<file path="src/rtl/serial_add_pkg.sv">
// Shared types and helpers for the bit-serial adder controller.
package serial_add_pkg;

  // Controller states.
  typedef enum logic [1:0] {
    IDLE = 2'd0,
    RUN  = 2'd1,
    DONE = 2'd2
  } state_e;

  // Bit-counter width: the counter must reach WIDTH on the edge entering DONE.
  function automatic int cnt_width(input int width);
    int w;
    w = (width < 1) ? 1 : $clog2(width + 1);
    if (w < 1) begin
      w = 1;
    end else begin
      w = w;
    end
    return w;
  endfunction

endpackage

</file>
<file path="src/rtl/serial_add_slice.sv">
// One-bit full adder built from two half adders and an OR; purely combinational.
// The carry flop lives in the controller so reset and capture stay in one place.
module serial_add_slice (
  input  logic a,
  input  logic b,
  input  logic cin,
  output logic sum,
  output logic cout
);

  logic hs1_s;
  logic hc1_s;
  logic hc2_s;

  // First half adder on the operand bits.
  assign hs1_s = a ^ b;
  assign hc1_s = a & b;

  // Second half adder folds in the carry.
  assign sum   = hs1_s ^ cin;
  assign hc2_s = hs1_s & cin;

  // Either half adder may generate the carry-out.
  assign cout  = hc1_s | hc2_s;

endmodule

</file>
<file path="src/rtl/serial_add_ctrl.sv">
// Bit-serial addition controller: one full-adder slice is stepped over WIDTH
// cycles, LSB first. The result registers only move on the edge entering DONE,
// so s/c_out hold the previous result for the whole RUN phase.
module serial_add_ctrl #(
  parameter int WIDTH = 4
) (
  input  logic             clk,
  input  logic             rst,
  input  logic             start,
  input  logic [WIDTH-1:0] x,
  input  logic [WIDTH-1:0] y,
  input  logic             c_in,
  output logic             busy,
  output logic             done,
  output logic [WIDTH-1:0] s,
  output logic             c_out
);

  import serial_add_pkg::*;

  localparam int CW = cnt_width(WIDTH);

  state_e           state_r;
  logic [WIDTH-1:0] a_sh_r;
  logic [WIDTH-1:0] b_sh_r;
  logic [WIDTH-1:0] sum_sh_r;
  logic             carry_r;
  logic [CW-1:0]    cnt_r;

  logic             sum_bit_s;
  logic             cout_s;
  logic [WIDTH-1:0] sum_next_s;
  logic             last_bit_s;

  serial_add_slice u_slice (
    .a    (a_sh_r[0]),
    .b    (b_sh_r[0]),
    .cin  (carry_r),
    .sum  (sum_bit_s),
    .cout (cout_s)
  );

  // Next sum register value (new bit enters at the MSB) and terminal-bit detect.
  always_comb begin
    sum_next_s            = sum_sh_r >> 1'b1;
    sum_next_s[WIDTH-1]   = sum_bit_s;
    last_bit_s            = (cnt_r == CW'(WIDTH - 1));
  end

  // Controller FSM with datapath shift registers and registered outputs.
  always_ff @(posedge clk) begin
    if (rst) begin
      state_r  <= IDLE;
      a_sh_r   <= '0;
      b_sh_r   <= '0;
      sum_sh_r <= '0;
      carry_r  <= 1'b0;
      cnt_r    <= '0;
      busy     <= 1'b0;
      done     <= 1'b0;
      s        <= '0;
      c_out    <= 1'b0;
    end else begin
      case (state_r)
        IDLE: begin
          done <= 1'b0;
          if (start) begin
            a_sh_r   <= x;
            b_sh_r   <= y;
            carry_r  <= c_in;
            cnt_r    <= '0;
            sum_sh_r <= '0;
            busy     <= 1'b1;
            state_r  <= RUN;
          end else begin
            busy     <= 1'b0;
          end
        end
        RUN: begin
          a_sh_r   <= a_sh_r >> 1'b1;
          b_sh_r   <= b_sh_r >> 1'b1;
          sum_sh_r <= sum_next_s;
          carry_r  <= cout_s;
          cnt_r    <= cnt_r + CW'(1);
          if (last_bit_s) begin
            s       <= sum_next_s;
            c_out   <= cout_s;
            busy    <= 1'b0;
            done    <= 1'b1;
            state_r <= DONE;
          end else begin
            busy    <= 1'b1;
            done    <= 1'b0;
          end
        end
        DONE: begin
          done <= 1'b0;
          if (start) begin
            a_sh_r   <= x;
            b_sh_r   <= y;
            carry_r  <= c_in;
            cnt_r    <= '0;
            sum_sh_r <= '0;
            busy     <= 1'b1;
            state_r  <= RUN;
          end else begin
            busy     <= 1'b0;
            state_r  <= IDLE;
          end
        end
        default: begin
          state_r <= IDLE;
          busy    <= 1'b0;
          done    <= 1'b0;
        end
      endcase
    end
  end

endmodule

</file>
<file path="config.mk">
export PLATFORM = sky130hd
export DESIGN_NAME = serial_add_ctrl
export DESIGN_NICKNAME = d
export VERILOG_FILES = /design/src/rtl/serial_add_pkg.sv /design/src/rtl/serial_add_slice.sv /design/src/rtl/serial_add_ctrl.sv
export SDC_FILE = /design/constraint.sdc
export NUM_CORES = 1
export LEC_CHECK = 0
export ABC_AREA = 1
export ABC_CLOCK_PERIOD_IN_PS = 1100
export BUFFER_PORTS_ARGS = -buffer_cell sky130_fd_sc_hd__clkbuf_2
export CAP_MARGIN = 25
export CORE_ASPECT_RATIO = 1.2
export CORE_MARGIN = 2
export CORE_UTILIZATION = 48
export DETAILED_ROUTE_END_ITERATION = 10
export GPL_TIMING_DRIVEN = 0
export HOLD_SLACK_MARGIN = 0.03
export PLACE_DENSITY = 0.73
export SLEW_MARGIN = 15
export SYNTH_ARGS = -nofsm -noshare
export SYNTH_HDL_FRONTEND = slang
export SYNTH_SLANG_ARGS = --single-unit
</file>
<file path="constraint.sdc">
create_clock -name clk -period 1.1 [get_ports clk]
set_input_delay 0.055 -clock clk [delete_from_list [all_inputs] [get_ports clk]]
set_output_delay 0.055 -clock clk [all_outputs]
set_load 0.02 [all_outputs]
</file>
After elaboration in Yosys (flattened, before gate mapping):

Cells that the tools add are included.

* add/subtract/negate cells: 1
* equal/unequal tests: 6
* mux-type cells: 18
* bitwise gates (word level): 6
* reductions and logical operators: 7

Operators with widths (number)
* $pmux 4 s2: 3
* $mux 4: 3
* $pmux 2 s3: 1
* $pmux 3 s2: 1
* $reduce_and 2->1: 3
* $mux 1: 5
* $mux 2: 2
* $ne 2x2->1 const B: 2
* $pmux 1 s2: 2
* $reduce_or 2->1: 2
* $add 3x1->3 const B: 1
* $eq 3x2->1 const B: 1
* $mux 3: 1
* $and 1x1->1: 2
* $eq 2x1->1 const B: 1
* $eq 2x2->1 const B: 1
* $logic_not 2->1: 1
* $ne 2x1->1 const B: 1
* $reduce_bool 2->1: 1
* $xor 1x1->1: 2
* $not 1->1: 1
* $or 1x1->1: 1

* register bits after elaboration: 25
* bits of input ports: 12
* output and inout bits: 7
* word-level logic and storage cells: 48

Longest topological paths before layout:

Gate-level depths: netlist (run 1).

* word-level depth: 4
* mapped depth: 7
* depth with buffers taken out: 6

Cells and area by module:

From an unflattened synthesis (run 1), not the netlist that was laid out.

* cells, all modules: 145
* area total of the unflattened synthesis: 1077.3 sq um

By module, submodules not included
* serial_add_ctrl: times used 1, cells an instance 144, area an instance 1057.3 sq um, sequential area each 480.5 sq um
* serial_add_slice: times used 1, cells an instance 1, area an instance 20.0 sq um, sequential area each 0.0 sq um

Worst setup path before layout (run 1):

OpenSTA, ideal clock, no wires.

* path kind: reg2reg
* start: reg cnt_r[0]
* end: reg s[1]
* setup time: 0.059 ns
* arrival: 1.069 ns
* data required time: 1.041 ns
* path slack: -0.028 ns
* cell stages (with the launch flop): 7
* buffers on the path: 0
* clock period less this slack: 1.128 ns
* cell sequence: dfxtp_1 -> ha_1 -> ha_1 -> nand3_2 -> nor2_2 -> nand2_1 -> nand2_1

* word-level cells in the longest chain between the ends: 2

RTL lines
* from (decl): line serial_add_ctrl.sv:28 `logic [CW-1:0] cnt_r;`
* from (signal assigned): line serial_add_ctrl.sv:84 `cnt_r <= cnt_r + CW'(1);`
* $eq 3x2->1: line serial_add_ctrl.sv:47 `last_bit_s = (cnt_r == CW'(WIDTH - 1));`
* named net last_bit_s: line serial_add_ctrl.sv:33 `logic last_bit_s;`
* $reduce_and 2->1 (no source line)
* to (signal assigned): line serial_add_ctrl.sv:86 `s <= sum_next_s;`
* to (decl): line serial_add_ctrl.sv:15 `output logic [WIDTH-1:0] s,`

The timed path passes the listed nets, and every way through them passes these cells.
A chain may end at the register's enable or synchronous reset.

Worst setup path in the final report (run 1):

* start: reg a_sh_r[0]
* end: reg sum_sh_r[3]

* word-level cells in the longest chain between the ends: 3

RTL lines
* from (decl): line serial_add_ctrl.sv:24 `logic [WIDTH-1:0] a_sh_r;`
* from (signal assigned): line serial_add_ctrl.sv:80 `a_sh_r <= a_sh_r >> 1'b1;`
* $xor 1x1->1: line serial_add_slice.sv:16 `assign hs1_s = a ^ b;`
* $xor 1x1->1: line serial_add_slice.sv:20 `assign sum = hs1_s ^ cin;`
* named net sum_bit_s: line serial_add_ctrl.sv:30 `logic sum_bit_s;`
* $pmux 4 s2: line serial_add_ctrl.sv:64 `case (state_r)`
* to (signal assigned): line serial_add_ctrl.sv:82 `sum_sh_r <= sum_next_s;`
* to (decl): line serial_add_ctrl.sv:26 `logic [WIDTH-1:0] sum_sh_r;`

The timed path passes the listed nets, and every way through them passes these cells.

==> summary.txt, run 1 <==
Timing
  • Unrepaired setup endpoints after global routing: true
  • Tightest Pin Transition: around 0.47 ns
  • Worst rel slew slack: 0.687
  • Final min period: approximately 1.2 ns
  • Final period util: 1.07
  • Final Hold Viols: 0
  • Peak Freq: 850 MHz
  • Worst clock skew: between 0.01 and 0.015 ns
  • Final worst slack: -0.0772 ns
  • Final setup vio count: 1
  • Fin Setup TNS: -0.0772 ns
  • Max-slew violations: 0

Floorplan
  • Starting density of the core: 0.514
  • Core ar.: between 0.002 and 0.0025 mm^2
  • Die width: ~47 um
  • Die area: roughly 0.0026 mm^2
  • Row count: 18
  • I/O pin count: 19
  • Die H: 55.9 um

Power and ir drop
  • Peak VDD IR: around 1.1 mV
  • Power Density: roughly 1400 mW/mm^2
  • Leak: ~0.00065 uW
  • Total power after layout: 1950 uW

Clock network
  • Clk sinks: 24
  • CTS tree: built
  • Total CTS buffers: 3
  • CTS H-tree lvls: 1
  • Later-pin clock latency in the skew report: between 0.3 and 0.4 ns
  • Max Buffers Root-to-Sink: 2
  • CTS root buffer: clkbuf_4
  • Clock-pin slew on the worst setup and hold paths: between 0.1 and 0.15 ns

Critical path
  • Data arrival, critical path: 1.45 ns
  • Worst r2r dst: sum_sh_r[3]
  • FF-to-FF path depth: 3
  • Reg-to-reg slack, setup: -0.08 ns
  • FF-to-FF Start: a_sh_r[0]
  • CP max FO: 2
  • Start point of the critical path: a_sh_r[0]
  • CP Data Required Time: ~1.4 ns
  • Worst Setup Start Kind: flop
  • Crit path capture: sum_sh_r[3]
  • Path type of the worst setup path: flop to flop
  • CP endpoint kind: flop

Global route
  • Met1 GRT Util: 0.218
  • First-pass GRT wire length: 3730 um
  • Vias in the first global route: between 900 and 1000
  • Gr usage total: 0.192
  • GRT overflow: 0
  • GR met3 Demand/Resource: 0.0390
  • GR Util met2: 0.332
  • Pin count of the biggest net entering global routing: 15
  • Initial antenna violation count: 0
  • GRT busiest layer: met2

Finish
  • Antenna cells: 0
  • Layout cells sized above 1: 0.278
  • NumNets Final: 192
  • Syn-to-layout area delta: 29.0%
  • Final Util: 0.664
  • # fillers: 170

Route
  • DR iter-0 viols: 26
  • Wirelength, routed: roughly 2300 um
  • Mean number of vias per cell: between 4 and 5
  • DR pass1 iterations: 5
  • DRC errors left: 0
  • Via Count: about 1000
  • Routed len/inst: roughly 11 um
  • Routed Antenna Nets: 0

Flow run
  • Max-cap viol count: 0

Status
  • Failing checks: negative setup slack
  • Status: complete, but fails checks

Logic synthesis
  • Register area share after synthesis: 0.446
  • YS warnings: 0
  • Syn_nets: 160
  • Mapped Area: ~0.0011 mm^2
  • Synth cell types: 18
  • Flops & latches, synth: 24
  • Synthesized instance count: about 150
  • Synth Area per Inst: 7.43 um^2

Placement
  • Detail Placement HPWL: ~1500 um
  • RePlAce Congestion: 0.759
  • Dpl ws: -0.109 ns
  • PortBufs: 18

Hold path
  • WHS Path Cells: 5
  • Worst hold path type: primary input to flop
## critical path: stages, from the launching register on
cell and delay (ns):
dfxtp_2 0.36, fa_2 0.59, nand2_2 0.06, a21oi_2 0.12
## power by group
group	switching, uW	internal, uW
registers	30.6	921
logic	199	151
clock network	275	369
total	505	1440
## layout make-up
type	instances	area, um^2	share of cell area
Tap cell	30	37.5	0.0270
Clock buffer	3	22.5	0.0162
Sequential cell	24	485	0.349
Multi-Input combinational cell	101	542	0.390
Buffer	5	41.3	0.0297
Timing Repair Buffer	27	168	0.121
Clock inverter	1	30.0	0.0216
Inverter	15	63.8	0.0459
## state kept, by name, indices dropped and copies added (netlist names)
register / count
cnt_r: 3
busy: 1
b_sh_r: 4
state_r: 2
sum_sh_r: 3
c_out: 1
carry_r: 1
a_sh_r: 4
s: 4
done: 1
## how the worst min path moves through the flow
stage | startpoint | endpoint | slack, ns
5_1_grt | c_in | carry_r | 0.05
3_5_place_dp | rst | done | 0.28
6_report | y[0] | b_sh_r[0] | 0.03
3_3_place_gp | rst | done | 0.29
4_1_cts | y[0] | b_sh_r[0] | 0.04
2_1_floorplan | rst | done | 0.13
## cells in the final DEF, fill, tap and decap left out, drive strengths merged
| cell type | count |
|---|---|
| a21oi | 11 |
| buf | 8 |
| bufinv | 1 |
| clkbuf | 23 |
| dfxtp | 24 |
| dlygate4sd3 | 4 |
| fa | 1 |
| ha | 2 |
| inv | 15 |
| nand2 | 47 |
| nand3 | 20 |
| nor2 | 19 |
| o21ai | 1 |
## cells in the mapped netlist
master | n | area share
nor2_4 | 1 | 0.010
inv_1 | 12 | 0.042
fa_1 | 1 | 0.019
nand3_2 | 2 | 0.019
a21oi_1 | 11 | 0.051
inv_2 | 2 | 0.0070
nand3_1 | 18 | 0.084
nand2_8 | 1 | 0.019
nor2_1 | 17 | 0.059
nand2_1 | 45 | 0.16
o21ai_0 | 1 | 0.0046
nand2_2 | 1 | 0.0058
nor2_2 | 1 | 0.0058
ha_1 | 2 | 0.023
dfxtp_1 | 24 | 0.45
clkbuf_1 | 2 | 0.0070
inv_8 | 1 | 0.010
buf_6 | 3 | 0.031
## per-layer routing
| layer | vias to the layer above | part of all wire |
|---|---|---|
| met3 | 5 | 0.035 |
| met5 | - | 0 |
| li1 | 516 | - |
| met4 | 0 | 0.014 |
| met2 | 22 | 0.50 |
| met1 | 458 | 0.45 |
## stage by stage
step / area [um^2] / hold slack (ns) / instances
finish: 1390 / 0.0280 / 206
global route: 1390 / 0.0484 / 206
CTS: 1380 / 0.0367 / 206
detailed placement: 1220 / 0.281 / 193
global placement: 1220 / 0.285 / 193
floorplan: 1100 / 0.134 / 145
## what timing repair did
| action | in CTS | in global routing |
|---|---|---|
| endpoints found under the setup margin | 10 | 21 |
| resized for setup | 8 | 3 |
| hold buffers | 4 | 0 |
| pin swaps | 8 | 2 |
| endpoints found under the hold margin | 5 | 0 |
| buffers inserted | 5 | 0 |
## logic make-up after synthesis
| logic type | count (synthesis) | share of synthesized area |
|---|---|---|
| compound gates | 12 | 0.0557 |
| fa+ha+maj | 3 | 0.0418 |
| buf+inv | 20 | 0.0976 |
| flops | 24 | 0.446 |
| simple gates | 86 | 0.359 |
(Power assumes the default switching activity.)
==> inputs of run 2 (changes only) <==
PLACE_DENSITY = 0.76   (was 0.73)
==> run 2 against run 1 <==
  * Die area did not move
  * Global-route usage up 2.2 points
  * First-iteration DRC count shrank 7.7%
  * Register-to-register slack improved by 0.02 ns
  * Critical endpoint unchanged
  * Core utilization increased by 5.9 points
  * Sequential share of layout area decreased by 2.5 points
  * Setup slack improved by 0.015 ns
  * Via count grew 4.7%
  * Power down 4.6%
  * Wire length rose by 22%
  * Clock power shrank 27%
  * The flow finishes with violations (negative hold slack, negative setup slack)
  * Clock-buffer cell count increased by 1
==> summary.txt, run 2 (synthesized netlist as in run 1, its figures left out) <==
Global route
  • Vias in the first global route: roughly 950
  • GRT overflow: 0
  • Pin count of the biggest net entering global routing: 14
  • Initial antenna violation count: 0
  • First-pass GRT wire length: 4120 um
  • Gr usage total: 0.214

Timing
  • Final hold slack: -0.0572 ns
  • Final setup vio count: 3
  • Worst rel slew slack: 0.664
  • Final worst slack: -0.0619 ns
  • Final Hold Viols: 1
  • Max-slew violations: 0
  • Final period util: 1.06
  • Tightest Pin Transition: 0.505 ns
  • Worst clock skew: ~0.0063 ns
  • Unrepaired setup endpoints after global routing: true
  • Final min period: 1.16 ns
  • Peak Freq: ~860 MHz

Floorplan
  • I/O pin count: 19
  • Die width: roughly 47 um
  • Row count: 18
  • Die area: approximately 0.0026 mm^2
  • Die H: 55.9 um
  • Core ar.: ~0.0021 mm^2
  • Starting density of the core: 0.514

Clock network
  • Max Buffers Root-to-Sink: 2
  • Total CTS buffers: 3
  • Clk sinks: 24
  • CTS tree: built
  • Later-pin clock latency in the skew report: around 0.32 ns
  • Clock-pin slew on the worst setup and hold paths: around 0.13 ns
  • CTS root buffer: clkbuf_4
  • CTS Hold Buffers Added: 4
  • CTS H-tree lvls: 1

Critical path
  • Start point of the critical path: carry_r
  • FF-to-FF Start: carry_r
  • CP Data Required Time: 1.37 ns
  • Reg-to-reg slack, setup: -0.06 ns
  • CP endpoint kind: flop
  • FF-to-FF path depth: 3
  • Worst Setup Start Kind: flop
  • Crit path capture: sum_sh_r[3]
  • CP max FO: 2
  • Path type of the worst setup path: flop to flop
  • Worst r2r dst: sum_sh_r[3]
  • Data arrival, critical path: ~1.4 ns

Finish
  • Finished Layout Cells: around 210
  • Layout cells sized above 1: 0.352
  • Syn-to-layout area delta: 40.5%
  • Most frequent cells in the layout: nand2_1, dfxtp_1, clkbuf_2
  • Antenna cells: 0
  • Leading cell type in the layout, fill and taps excluded: nand2_1
  • Top flop regs: a_sh_r x4, b_sh_r x4, s x4
  • NumNets Final: ~200
  • Cell area after layout: between 0.0015 and 0.002 mm^2

Placement
  • Placed insts: around 190
  • PortBufs: 18
  • Dpl ws: -0.143 ns
  • Area after DPL: 0.00122 mm^2
  • Detail Placement HPWL: 1660 um
  • RePlAce Congestion: approximately 0.75

Power and ir drop
  • Power Density: around 1200 mW/mm^2
  • Total power after layout: about 1900 uW
  • Leak: 0.000698 uW
  • Peak VDD IR: between 1 and 1.5 mV

Route
  • Routed len/inst: about 13 um
  • Mean number of vias per cell: roughly 4.9
  • DRC errors left: 0
  • Routed Antenna Nets: 0
  • DR iter-0 viols: 24
  • DR pass1 iterations: 4
  • Via Count: around 1000
  • Wirelength, routed: ~2800 um

Flow run
  • Max-cap viol count: 0

Status
  • Failing checks: negative hold slack, negative setup slack
  • Status: complete, but fails checks

Hold path
  • Worst hold path type: primary input to flop
-- run 2: changes by cell type in the layout (fill, tap and decap cells not counted), sizes merged --
cell	delta
bufinv	-1
inv	-1
clkbuf	+2
nand2	+1
clkinv	+1
buf	+4
-- run 2: how the worst min path moves through the flow --
stage / from / cells past startpoint / to / slack [ns]
6_report: rst / 2 / done / -0.06
5_1_grt: rst / 2 / done / -0.06
4_1_cts: rst / 2 / done / -0.05
3_5_place_dp: rst / 2 / done / 0.29
3_3_place_gp: rst / 2 / done / 0.29
2_1_floorplan: rst / 1 / done / 0.13
-- run 2: cell type report --
| type | instances | area (um^2) |
|---|---|---|
| multi-input combinational | 102 | 603 |
| buffer | 5 | 45.0 |
| timing repair buffer | 32 | 230 |
| tap | 30 | 37.5 |
| inverter | 15 | 71.3 |
| sequential | 24 | 490 |
| fill | 168 | 581 |
| clock buffer | 4 | 36.3 |
-- run 2: per-layer routing --
metal	GRT usage	routed length [um]	up-vias
met2	0.353	1570	29
met4	0.0794	59	0
met5	0	0	-
li1	-	-	526
met3	0.0422	94	10
met1	0.261	1070	483
-- run 2: critical path, stage by stage (launching register included) --
cell	delay [ns]
dfxtp_2	0.35
fa_2	0.60
nand2_2	0.05
a21oi_2	0.10
-- run 2: what timing repair did --
item | CTS | global route
endpoints found under the hold margin | 5 | 1
pin swaps | 7 | 13
setup endpoints to repair | 20 | 20
setup buffers | 6 | 3
gates cloned | 0 | 2
resized for setup | 8 | 21
-- run 2: power by group --
| group | internal (uW) | switching (uW) |
|---|---|---|
| Sequential | 921 | 34.8 |
| Clock | 203 | 265 |
| Combinational | 193 | 239 |
| Total | 1320 | 538 |
-- run 2: metrics by stage --
step	setup TNS [ns]	util
3_3_place_gp	-0.312	0.585
6_report	-0.0861	0.723
2_1_floorplan	0	-
5_1_grt	-0.634	0.723
4_1_cts	-0.126	0.655
3_5_place_dp	-0.609	0.585
